## src/rtl/quant_block4_pkg.sv

```systemverilog
// Shared quantizer types: zigzag tables, fixed-point constants,
// per-coefficient parameter bundle, coefficient type and FSM states.
package quant_pkg;

    localparam int COEF_W    = 16;
    localparam int NCOEF     = 16;
    localparam int QFIX      = 17;
    localparam int MAX_LEVEL = 2047;

    typedef logic signed [COEF_W-1:0] coef_t;
    typedef logic [3:0]               idx_t;

    // zigzag position -> raster index
    localparam idx_t ZIGZAG [NCOEF] = '{
        4'd0, 4'd1, 4'd4, 4'd8, 4'd5, 4'd2, 4'd3, 4'd6,
        4'd9, 4'd12, 4'd13, 4'd10, 4'd7, 4'd11, 4'd14, 4'd15
    };

    // raster index -> zigzag position
    localparam idx_t ZIGZAG_INV [NCOEF] = '{
        4'd0, 4'd1, 4'd5, 4'd6, 4'd2, 4'd4, 4'd7, 4'd12,
        4'd3, 4'd8, 4'd11, 4'd13, 4'd9, 4'd10, 4'd14, 4'd15
    };

    typedef struct packed {
        logic [15:0] q;
        logic [16:0] iq;
        logic [31:0] bias;
        logic [31:0] zthr;
        logic [15:0] sharpen;
    } qparam_t;

    typedef enum logic [1:0] {
        IDLE,
        RUN,
        FLUSH,
        DONE
    } state_t;

endpackage

```

## src/rtl/quant_block4_if.sv

```systemverilog
// Request/result bundle of the 4x4 quantizer.
// master: block requester; slave: quant_block4.
interface quant_block4_if;

    logic         start;
    logic [255:0] coeffs;
    logic [255:0] sharpen;
    logic [15:0]  q_dc;
    logic [15:0]  q_ac;
    logic [16:0]  iq_dc;
    logic [16:0]  iq_ac;
    logic [31:0]  bias_dc;
    logic [31:0]  bias_ac;
    logic [31:0]  zthr_dc;
    logic [31:0]  zthr_ac;
    logic [255:0] levels;
    logic [255:0] out_coeffs;
    logic         nz;
    logic [3:0]   last_pos;
    logic         busy;
    logic         done;

    modport master (
        output start, coeffs, sharpen, q_dc, q_ac, iq_dc, iq_ac,
        output bias_dc, bias_ac, zthr_dc, zthr_ac,
        input  levels, out_coeffs, nz, last_pos, busy, done
    );

    modport slave (
        input  start, coeffs, sharpen, q_dc, q_ac, iq_dc, iq_ac,
        input  bias_dc, bias_ac, zthr_dc, zthr_ac,
        output levels, out_coeffs, nz, last_pos, busy, done
    );

endinterface

```

## src/rtl/quant_coeff_pe.sv

```systemverilog
// Two-stage single-coefficient quantizer: stage 1 registers magnitude
// product and keep flag, stage 2 (combinational here) rounds, clamps, signs.
// Ports: clk, rst, in_valid/n_in/j_in/c/p in; out_valid/out_n/out_j/lvl/dq out.
module quant_coeff_pe
    import quant_pkg::*;
(
    input  logic    clk,
    input  logic    rst,
    input  logic    in_valid,
    input  idx_t    n_in,
    input  idx_t    j_in,
    input  coef_t   c,
    input  qparam_t p,
    output logic    out_valid,
    output idx_t    out_n,
    output idx_t    out_j,
    output coef_t   lvl,
    output coef_t   dq
);

    logic [16:0] abs_c;
    logic [16:0] mag;

    logic        s1_valid;
    logic        s1_sign;
    logic        s1_keep;
    logic [33:0] s1_prod;
    logic [15:0] s1_q;
    logic [31:0] s1_bias;
    idx_t        s1_n;
    idx_t        s1_j;

    logic [17:0] sh;
    logic [10:0] mag_l;
    logic [15:0] lmag;
    logic [15:0] lvl_u;
    logic [15:0] dq_u;

    // 17-bit magnitude: -32768 maps cleanly to 32768
    assign abs_c = c[15] ? 17'(17'd0 - {c[15], c}) : {1'b0, c};
    assign mag   = abs_c + {1'b0, p.sharpen};

    always_ff @(posedge clk or posedge rst) begin
        if (rst) begin
            s1_valid <= 1'b0;
            s1_sign  <= 1'b0;
            s1_keep  <= 1'b0;
            s1_prod  <= '0;
            s1_q     <= '0;
            s1_bias  <= '0;
            s1_n     <= '0;
            s1_j     <= '0;
        end else begin
            s1_valid <= in_valid;
            s1_sign  <= c[15];
            s1_keep  <= {15'd0, mag} > p.zthr;
            s1_prod  <= 34'(mag) * 34'(p.iq);
            s1_q     <= p.q;
            s1_bias  <= p.bias;
            s1_n     <= n_in;
            s1_j     <= j_in;
        end
    end

    // Rounded quotient fits in 18 bits: (2^34 + 2^32) >> 17
    assign sh    = 18'(({1'b0, s1_prod} + {3'd0, s1_bias}) >> QFIX);
    assign mag_l = (sh > 18'(MAX_LEVEL)) ? 11'(MAX_LEVEL) : sh[10:0];
    assign lmag  = s1_keep ? {5'd0, mag_l} : 16'd0;
    assign lvl_u = s1_sign ? 16'(16'd0 - lmag) : lmag;
    // Low 16 bits of the product are sign-agnostic
    assign dq_u  = lvl_u * s1_q;

    assign out_valid = s1_valid;
    assign out_n     = s1_n;
    assign out_j     = s1_j;
    assign lvl       = coef_t'(lvl_u);
    assign dq        = coef_t'(dq_u);

endmodule

```

## src/rtl/quant_block4.sv

```systemverilog
// 4x4 block quantizer: captures a block, streams it in zigzag order through
// quant_coeff_pe and writes levels (zigzag) / dequantized coeffs (raster).
// Ports: clk, rst, bus (quant_block4_if.slave).
module quant_block4
    import quant_pkg::*;
(
    input  logic          clk,
    input  logic          rst,
    quant_block4_if.slave bus
);

    state_t       state;
    idx_t         cnt;
    logic [255:0] coeffs_r;
    logic [255:0] sharpen_r;
    logic [15:0]  q_dc_r, q_ac_r;
    logic [16:0]  iq_dc_r, iq_ac_r;
    logic [31:0]  bias_dc_r, bias_ac_r;
    logic [31:0]  zthr_dc_r, zthr_ac_r;

    logic [255:0] levels_r;
    logic [255:0] out_coeffs_r;
    logic         nz_r;
    idx_t         last_pos_r;
    logic         busy_r;
    logic         done_r;

    idx_t    j;
    logic    issue;
    coef_t   c;
    qparam_t p;

    logic  pe_valid;
    idx_t  pe_n;
    idx_t  pe_j;
    coef_t pe_lvl;
    coef_t pe_dq;

    always_comb begin
        j         = ZIGZAG[cnt];
        issue     = (state == RUN);
        c         = coeffs_r[16*j +: 16];
        p         = '0;
        p.sharpen = sharpen_r[16*j +: 16];
        if (j == 4'd0) begin
            p.q    = q_dc_r;
            p.iq   = iq_dc_r;
            p.bias = bias_dc_r;
            p.zthr = zthr_dc_r;
        end else begin
            p.q    = q_ac_r;
            p.iq   = iq_ac_r;
            p.bias = bias_ac_r;
            p.zthr = zthr_ac_r;
        end
    end

    quant_coeff_pe u_pe (
        .clk       (clk),
        .rst       (rst),
        .in_valid  (issue),
        .n_in      (cnt),
        .j_in      (j),
        .c         (c),
        .p         (p),
        .out_valid (pe_valid),
        .out_n     (pe_n),
        .out_j     (pe_j),
        .lvl       (pe_lvl),
        .dq        (pe_dq)
    );

    always_ff @(posedge clk or posedge rst) begin
        if (rst) begin
            state        <= IDLE;
            cnt          <= '0;
            coeffs_r     <= '0;
            sharpen_r    <= '0;
            q_dc_r       <= '0;
            q_ac_r       <= '0;
            iq_dc_r      <= '0;
            iq_ac_r      <= '0;
            bias_dc_r    <= '0;
            bias_ac_r    <= '0;
            zthr_dc_r    <= '0;
            zthr_ac_r    <= '0;
            levels_r     <= '0;
            out_coeffs_r <= '0;
            nz_r         <= 1'b0;
            last_pos_r   <= '0;
            busy_r       <= 1'b0;
            done_r       <= 1'b0;
        end else begin
            unique case (state)
                IDLE: begin
                    if (bus.start) begin
                        coeffs_r     <= bus.coeffs;
                        sharpen_r    <= bus.sharpen;
                        q_dc_r       <= bus.q_dc;
                        q_ac_r       <= bus.q_ac;
                        iq_dc_r      <= bus.iq_dc;
                        iq_ac_r      <= bus.iq_ac;
                        bias_dc_r    <= bus.bias_dc;
                        bias_ac_r    <= bus.bias_ac;
                        zthr_dc_r    <= bus.zthr_dc;
                        zthr_ac_r    <= bus.zthr_ac;
                        levels_r     <= '0;
                        out_coeffs_r <= '0;
                        nz_r         <= 1'b0;
                        last_pos_r   <= '0;
                        busy_r       <= 1'b1;
                        cnt          <= '0;
                        state        <= RUN;
                    end
                end
                RUN: begin
                    cnt <= cnt + 4'd1;
                    if (cnt == 4'd15) begin
                        state <= FLUSH;
                    end
                end
                // Two drain cycles: last write-back, then done
                FLUSH: begin
                    cnt <= cnt + 4'd1;
                    if (cnt == 4'd1) begin
                        state  <= DONE;
                        busy_r <= 1'b0;
                        done_r <= 1'b1;
                    end
                end
                DONE: begin
                    done_r <= 1'b0;
                    state  <= IDLE;
                end
                default: state <= IDLE;
            endcase

            if (pe_valid) begin
                levels_r[16*pe_n +: 16]     <= pe_lvl;
                out_coeffs_r[16*pe_j +: 16] <= pe_dq;
                if (pe_lvl != '0) begin
                    nz_r       <= 1'b1;
                    last_pos_r <= pe_n;
                end
            end
        end
    end

    assign bus.levels     = levels_r;
    assign bus.out_coeffs = out_coeffs_r;
    assign bus.nz         = nz_r;
    assign bus.last_pos   = last_pos_r;
    assign bus.busy       = busy_r;
    assign bus.done       = done_r;

endmodule

```

## src/flat_wrapper.sv

```systemverilog
// flat-port wrapper written by rule: the top's interface ports become plain ports
module quant_block4_flat import quant_pkg::*;
  (clk, rst, bus_start, bus_coeffs, bus_sharpen, bus_q_dc, bus_q_ac, bus_iq_dc, bus_iq_ac, bus_bias_dc, bus_bias_ac, bus_zthr_dc, bus_zthr_ac, bus_levels, bus_out_coeffs, bus_nz, bus_last_pos, bus_busy, bus_done);
  quant_block4_if bus_i ();
  input  logic clk;
  input  logic rst;
  input wire logic [$bits(bus_i.start)-1:0] bus_start;
  input wire logic [$bits(bus_i.coeffs)-1:0] bus_coeffs;
  input wire logic [$bits(bus_i.sharpen)-1:0] bus_sharpen;
  input wire logic [$bits(bus_i.q_dc)-1:0] bus_q_dc;
  input wire logic [$bits(bus_i.q_ac)-1:0] bus_q_ac;
  input wire logic [$bits(bus_i.iq_dc)-1:0] bus_iq_dc;
  input wire logic [$bits(bus_i.iq_ac)-1:0] bus_iq_ac;
  input wire logic [$bits(bus_i.bias_dc)-1:0] bus_bias_dc;
  input wire logic [$bits(bus_i.bias_ac)-1:0] bus_bias_ac;
  input wire logic [$bits(bus_i.zthr_dc)-1:0] bus_zthr_dc;
  input wire logic [$bits(bus_i.zthr_ac)-1:0] bus_zthr_ac;
  output wire logic [$bits(bus_i.levels)-1:0] bus_levels;
  output wire logic [$bits(bus_i.out_coeffs)-1:0] bus_out_coeffs;
  output wire logic [$bits(bus_i.nz)-1:0] bus_nz;
  output wire logic [$bits(bus_i.last_pos)-1:0] bus_last_pos;
  output wire logic [$bits(bus_i.busy)-1:0] bus_busy;
  output wire logic [$bits(bus_i.done)-1:0] bus_done;
  assign bus_i.start = bus_start;
  assign bus_i.coeffs = bus_coeffs;
  assign bus_i.sharpen = bus_sharpen;
  assign bus_i.q_dc = bus_q_dc;
  assign bus_i.q_ac = bus_q_ac;
  assign bus_i.iq_dc = bus_iq_dc;
  assign bus_i.iq_ac = bus_iq_ac;
  assign bus_i.bias_dc = bus_bias_dc;
  assign bus_i.bias_ac = bus_bias_ac;
  assign bus_i.zthr_dc = bus_zthr_dc;
  assign bus_i.zthr_ac = bus_zthr_ac;
  assign bus_levels = bus_i.levels;
  assign bus_out_coeffs = bus_i.out_coeffs;
  assign bus_nz = bus_i.nz;
  assign bus_last_pos = bus_i.last_pos;
  assign bus_busy = bus_i.busy;
  assign bus_done = bus_i.done;
  quant_block4 u_core (.clk(clk), .rst(rst), .bus(bus_i));
endmodule
```

## config.mk

```make
export PLATFORM = sky130hd
export DESIGN_NAME = quant_block4_flat
export DESIGN_NICKNAME = d
export VERILOG_FILES = /design/src/rtl/quant_block4_pkg.sv /design/src/rtl/quant_block4_if.sv /design/src/rtl/quant_coeff_pe.sv /design/src/rtl/quant_block4.sv /design/src/flat_wrapper.sv
export SDC_FILE = /design/constraint.sdc
export NUM_CORES = 2
export LEC_CHECK = 0
export ABC_CLOCK_PERIOD_IN_PS = 80200
export BUFFER_PORTS_ARGS = -buffer_cell sky130_fd_sc_hd__buf_4
export CAP_MARGIN = 15
export CELL_PAD_IN_SITES_DETAIL_PLACEMENT = 0
export CELL_PAD_IN_SITES_GLOBAL_PLACEMENT = 1
export CORE_AREA = 4 4 479 481
export DETAILED_ROUTE_END_ITERATION = 7
export DIE_AREA = 0 0 483 485
export GPL_TIMING_DRIVEN = 0
export PLACE_DENSITY = 0.62
export SYNTH_ARGS = -nofsm -noshare
export SYNTH_HDL_FRONTEND = slang
export SYNTH_SLANG_ARGS = --single-unit
```

## constraint.sdc

```tcl
create_clock -name clk -period 80.2 [get_ports clk]
set_input_delay 4.01 -clock clk [delete_from_list [all_inputs] [get_ports clk]]
set_output_delay 4.01 -clock clk [all_outputs]
set_load 0.01 [all_outputs]
```

==> results.yml <==
global_route:
  grt_overflow: 0
  grt_start_max_net_pins: 129
  grtUsageTotal: 0.252
  grt_pass1_wl_mm: 431
  grt_antenna_before_repair: 41
  grt_pass1_vias: 58700
drt:
  viasPerCell: 5.12
  drt-pass1-iter-count: 6
  num_vias: 56800
  detail-route-antenna-nets: 0
  drt_iter0_markers: 4012
  wl_per_cell_um: 27.4
  wirelength_mm: 304
  drc_errors: 0
worst_setup_path:
  max_stage_delay_ps: 880
  critPathMaxFanout: 10
  crit_top_cell: "fa_1"
  slowest_stage: "o41ai_1"
  start_kind: "register"
  r2r_slack_ps: 62130
  crit_arrival_ps: 18730
  cp.required_ps: 80860
  crit_type: "reg2reg"
  end_kind: "register"
final_layout:
  syn_to_final_growth_pct: 26.6
  nNetsFinal: 9205
  postLayoutCoreUtil: 0.399
  multi_input_area_um2: 34300
  final_cell_area_um2: 89600
  regArea_um2: 33100
  drive_above_1_share: 0.291
  nFillCells: 22300
cts:
  cts_hold_buf: 0
  ctsResizeCount: 0
  root_buffer: "clkbuf_16"
  postCtsSetupRepairBufs: 0
  insertion_delay_ps: 810
  tritoncts: "built"
  cts.clk_slew.worst_paths_ps: 60
  cts-htree-levels: 4
  clock_path_buffers: 3
  cts_buffers: 158
  cts_num_sinks: 1324
yosys:
  synth_most_common_cell: "dfrtp_1"
  yosysUniqueCellTypes: 90
  async_reset_ff_frac: 1.00
  synth_edf_count: 0
  netlist_area_um2: 70800
  synth_commonest_cells: "1,324 x dfrtp_1, 825 x nand2_1, 774 x mux2_2, 594 x nand3_1, 494 x o21ai_0"
  ys_seq_elements: 1324
  synth_area_per_cell_um2: 10.8
  synth.area.top_cells: "dfrtp_1 47%, mux2_2 12%, fa_1 8.6%"
  ys_seq_area_frac: 0.468
  synth_largest_area_cell: "dfrtp_1"
  syn_inst: 6543
  yosys_warnings: 0
  synth.net_count: 7794
  netlist.area_leader.share: 0.468
  synth_ff_type: "dfrtp_1"
floorplanning:
  ios: 1228
  fp.dieH_um: 485
  coreArea_um2: 225000
  initial_core_util: 0.315
  die_w_um: 483
  die-area_um2: 234000
  core.rowCount: 174
placed_design:
  hpwlAfterDp_mm: 244
  dp_slack_ps: 62240
  place_area_um2: 84300
  place.gp.congestion: 0.914
  numPortBuffers: 1227
run:
  cap_violations: 0
sta:
  fin_crit_ps: 18070
  rsz0062_at_grt: "false"
  slew_violations: 0
  setup_tns_ps: 0
  worstMarginPinSlew_ps: 1230
  setup_viol: 0
  hold_viol: 0
  final.setup.worst_slack_ps: 62130
  skew_ps: 46.4
  fmax_ghz: 0.0553
  max-slew-margin-rel: 0.178
  period_share: 0.225
worst_hold_path:
  min_path_type: "reg2reg"
status:
  status: "finished, final reports clean"
==> routing by layer <==
layer | track usage | part of all wire | wire (um) | vias to the layer above
li1 | - | - | - | 25200
met1 | 0.311 | 0.40 | 122000 | 29100
met2 | 0.433 | 0.49 | 150000 | 2008
met3 | 0.0592 | 0.069 | 21100 | 411
met4 | 0.0828 | 0.036 | 11000 | 42
met5 | 0 | 0.00096 | 292 | -
==> worst paths after layout <==
check / from / endpoint / cells after the start
hold / removal: u_core.cnt[3]$_DFFE_PP0P_ / u_core.u_pe.out_n[3]$_DFF_PP0_ / 0
min in group asynchronous: rst / u_core.bias_ac_r[3]$_DFFE_PP0P_ / 2
setup / recovery: u_core.cnt[0]$_DFFE_PP0P_ / u_core.u_pe.s1_prod[30]$_DFF_PP0_ / 52
setup reg to reg: u_core.cnt[0]$_DFFE_PP0P_ / u_core.u_pe.s1_prod[30]$_DFF_PP0_ / 52
max in group asynchronous: rst / u_core.bus.out_coeffs[164]$_DFF_PP0_ / 6
hold reg to reg: u_core.cnt[3]$_DFFE_PP0P_ / u_core.u_pe.out_n[3]$_DFF_PP0_ / 0
==> state kept, by name, summed over array words and instances (netlist names), 32 cells and up <==
name and flops:
u_core.sharpen_r 256, u_core.zthr_ac_r 32, u_core.bus.out_coeffs 256, u_core.u_pe.s1_bias 32
u_core.bias_ac_r 32, u_core.bias_dc_r 32, u_core.coeffs_r 256, u_core.u_pe.s1_prod 34
u_core.bus.levels 256, u_core.zthr_dc_r 32
==> worst max-delay path, delay by kind of cell (launching register included) <==
| kind | cells | cell delay [ps] |
|---|---|---|
| fa+ha+maj | 10 | 4090 |
| simple gates | 8 | 1900 |
| flops | 1 | 450 |
| buf+inv | 15 | 5550 |
| compound gates | 19 | 5890 |
==> cell families (layout without fill, tap and decap cells) <==
kind of cell | after synthesis | in the layout | share of synthesized area
muxes | 870 | 870 | 0.141
xor gates and xnor gates | 98 | 98 | 0.0127
adders and majority gates | 542 | 542 | 0.128
buffers and inverters | 871 | 2408 | 0.0469
other | 0 | 22 | 0
AOI/OAI and AO/OA | 978 | 978 | 0.0833
and+or+nand+nor | 1860 | 1860 | 0.120
DFF | 1324 | 1324 | 0.468
==> stage by stage <==
| step | hold WS, ps | std cells |
|---|---|---|
| 2_1_floorplan | 352 | 6543 |
| 6_report | 392 | 11100 |
| 4_1_cts | 393 | 11100 |
| 5_1_grt | 411 | 11100 |
| 3_3_place_gp | 367 | 10800 |
| 3_5_place_dp | 378 | 10800 |
==> cells in the final DEF (no fill, tap or decap), drive strengths merged, types with 11 or more instances in the layout <==
| cell type | count |
|---|---|
| a21boi | 18 |
| mux2i | 75 |
| xor2 | 25 |
| ha | 237 |
| o21bai | 11 |
| nor2b | 21 |
| o22ai | 17 |
| o211ai | 13 |
| mux4 | 21 |
| and3 | 68 |
| o21ai | 515 |
| nand2 | 825 |
| a21oi | 141 |
| clkbuf | 575 |
| buf | 1316 |
| nand4 | 15 |
| a311oi | 43 |
| o31ai | 32 |
| nand3 | 594 |
| a211oi | 13 |
| nor2 | 146 |
| inv | 483 |
| clkinv | 23 |
| a21o | 83 |
| dfrtp | 1324 |
| and2 | 110 |
| xnor2 | 70 |
| diode | 22 |
| mux2 | 774 |
| fa | 305 |
| nor3 | 29 |
| a31oi | 32 |
==> final cells by class <==
cell class | count | area share
Sequential cell | 1324 | 0.370
Antenna cell | 22 | 0.000614
Clock inverter | 41 | 0.00623
Buffer | 395 | 0.0172
Timing Repair Buffer | 1251 | 0.109
Inverter | 476 | 0.0200
Clock buffer | 245 | 0.0525
Multi-Input combinational cell | 4348 | 0.383
Tap cell | 2992 | 0.0418
Power is left out: the tool's default activity adds up to more than one toggle a clock period on the data nets, which glitch-free logic cannot reach.
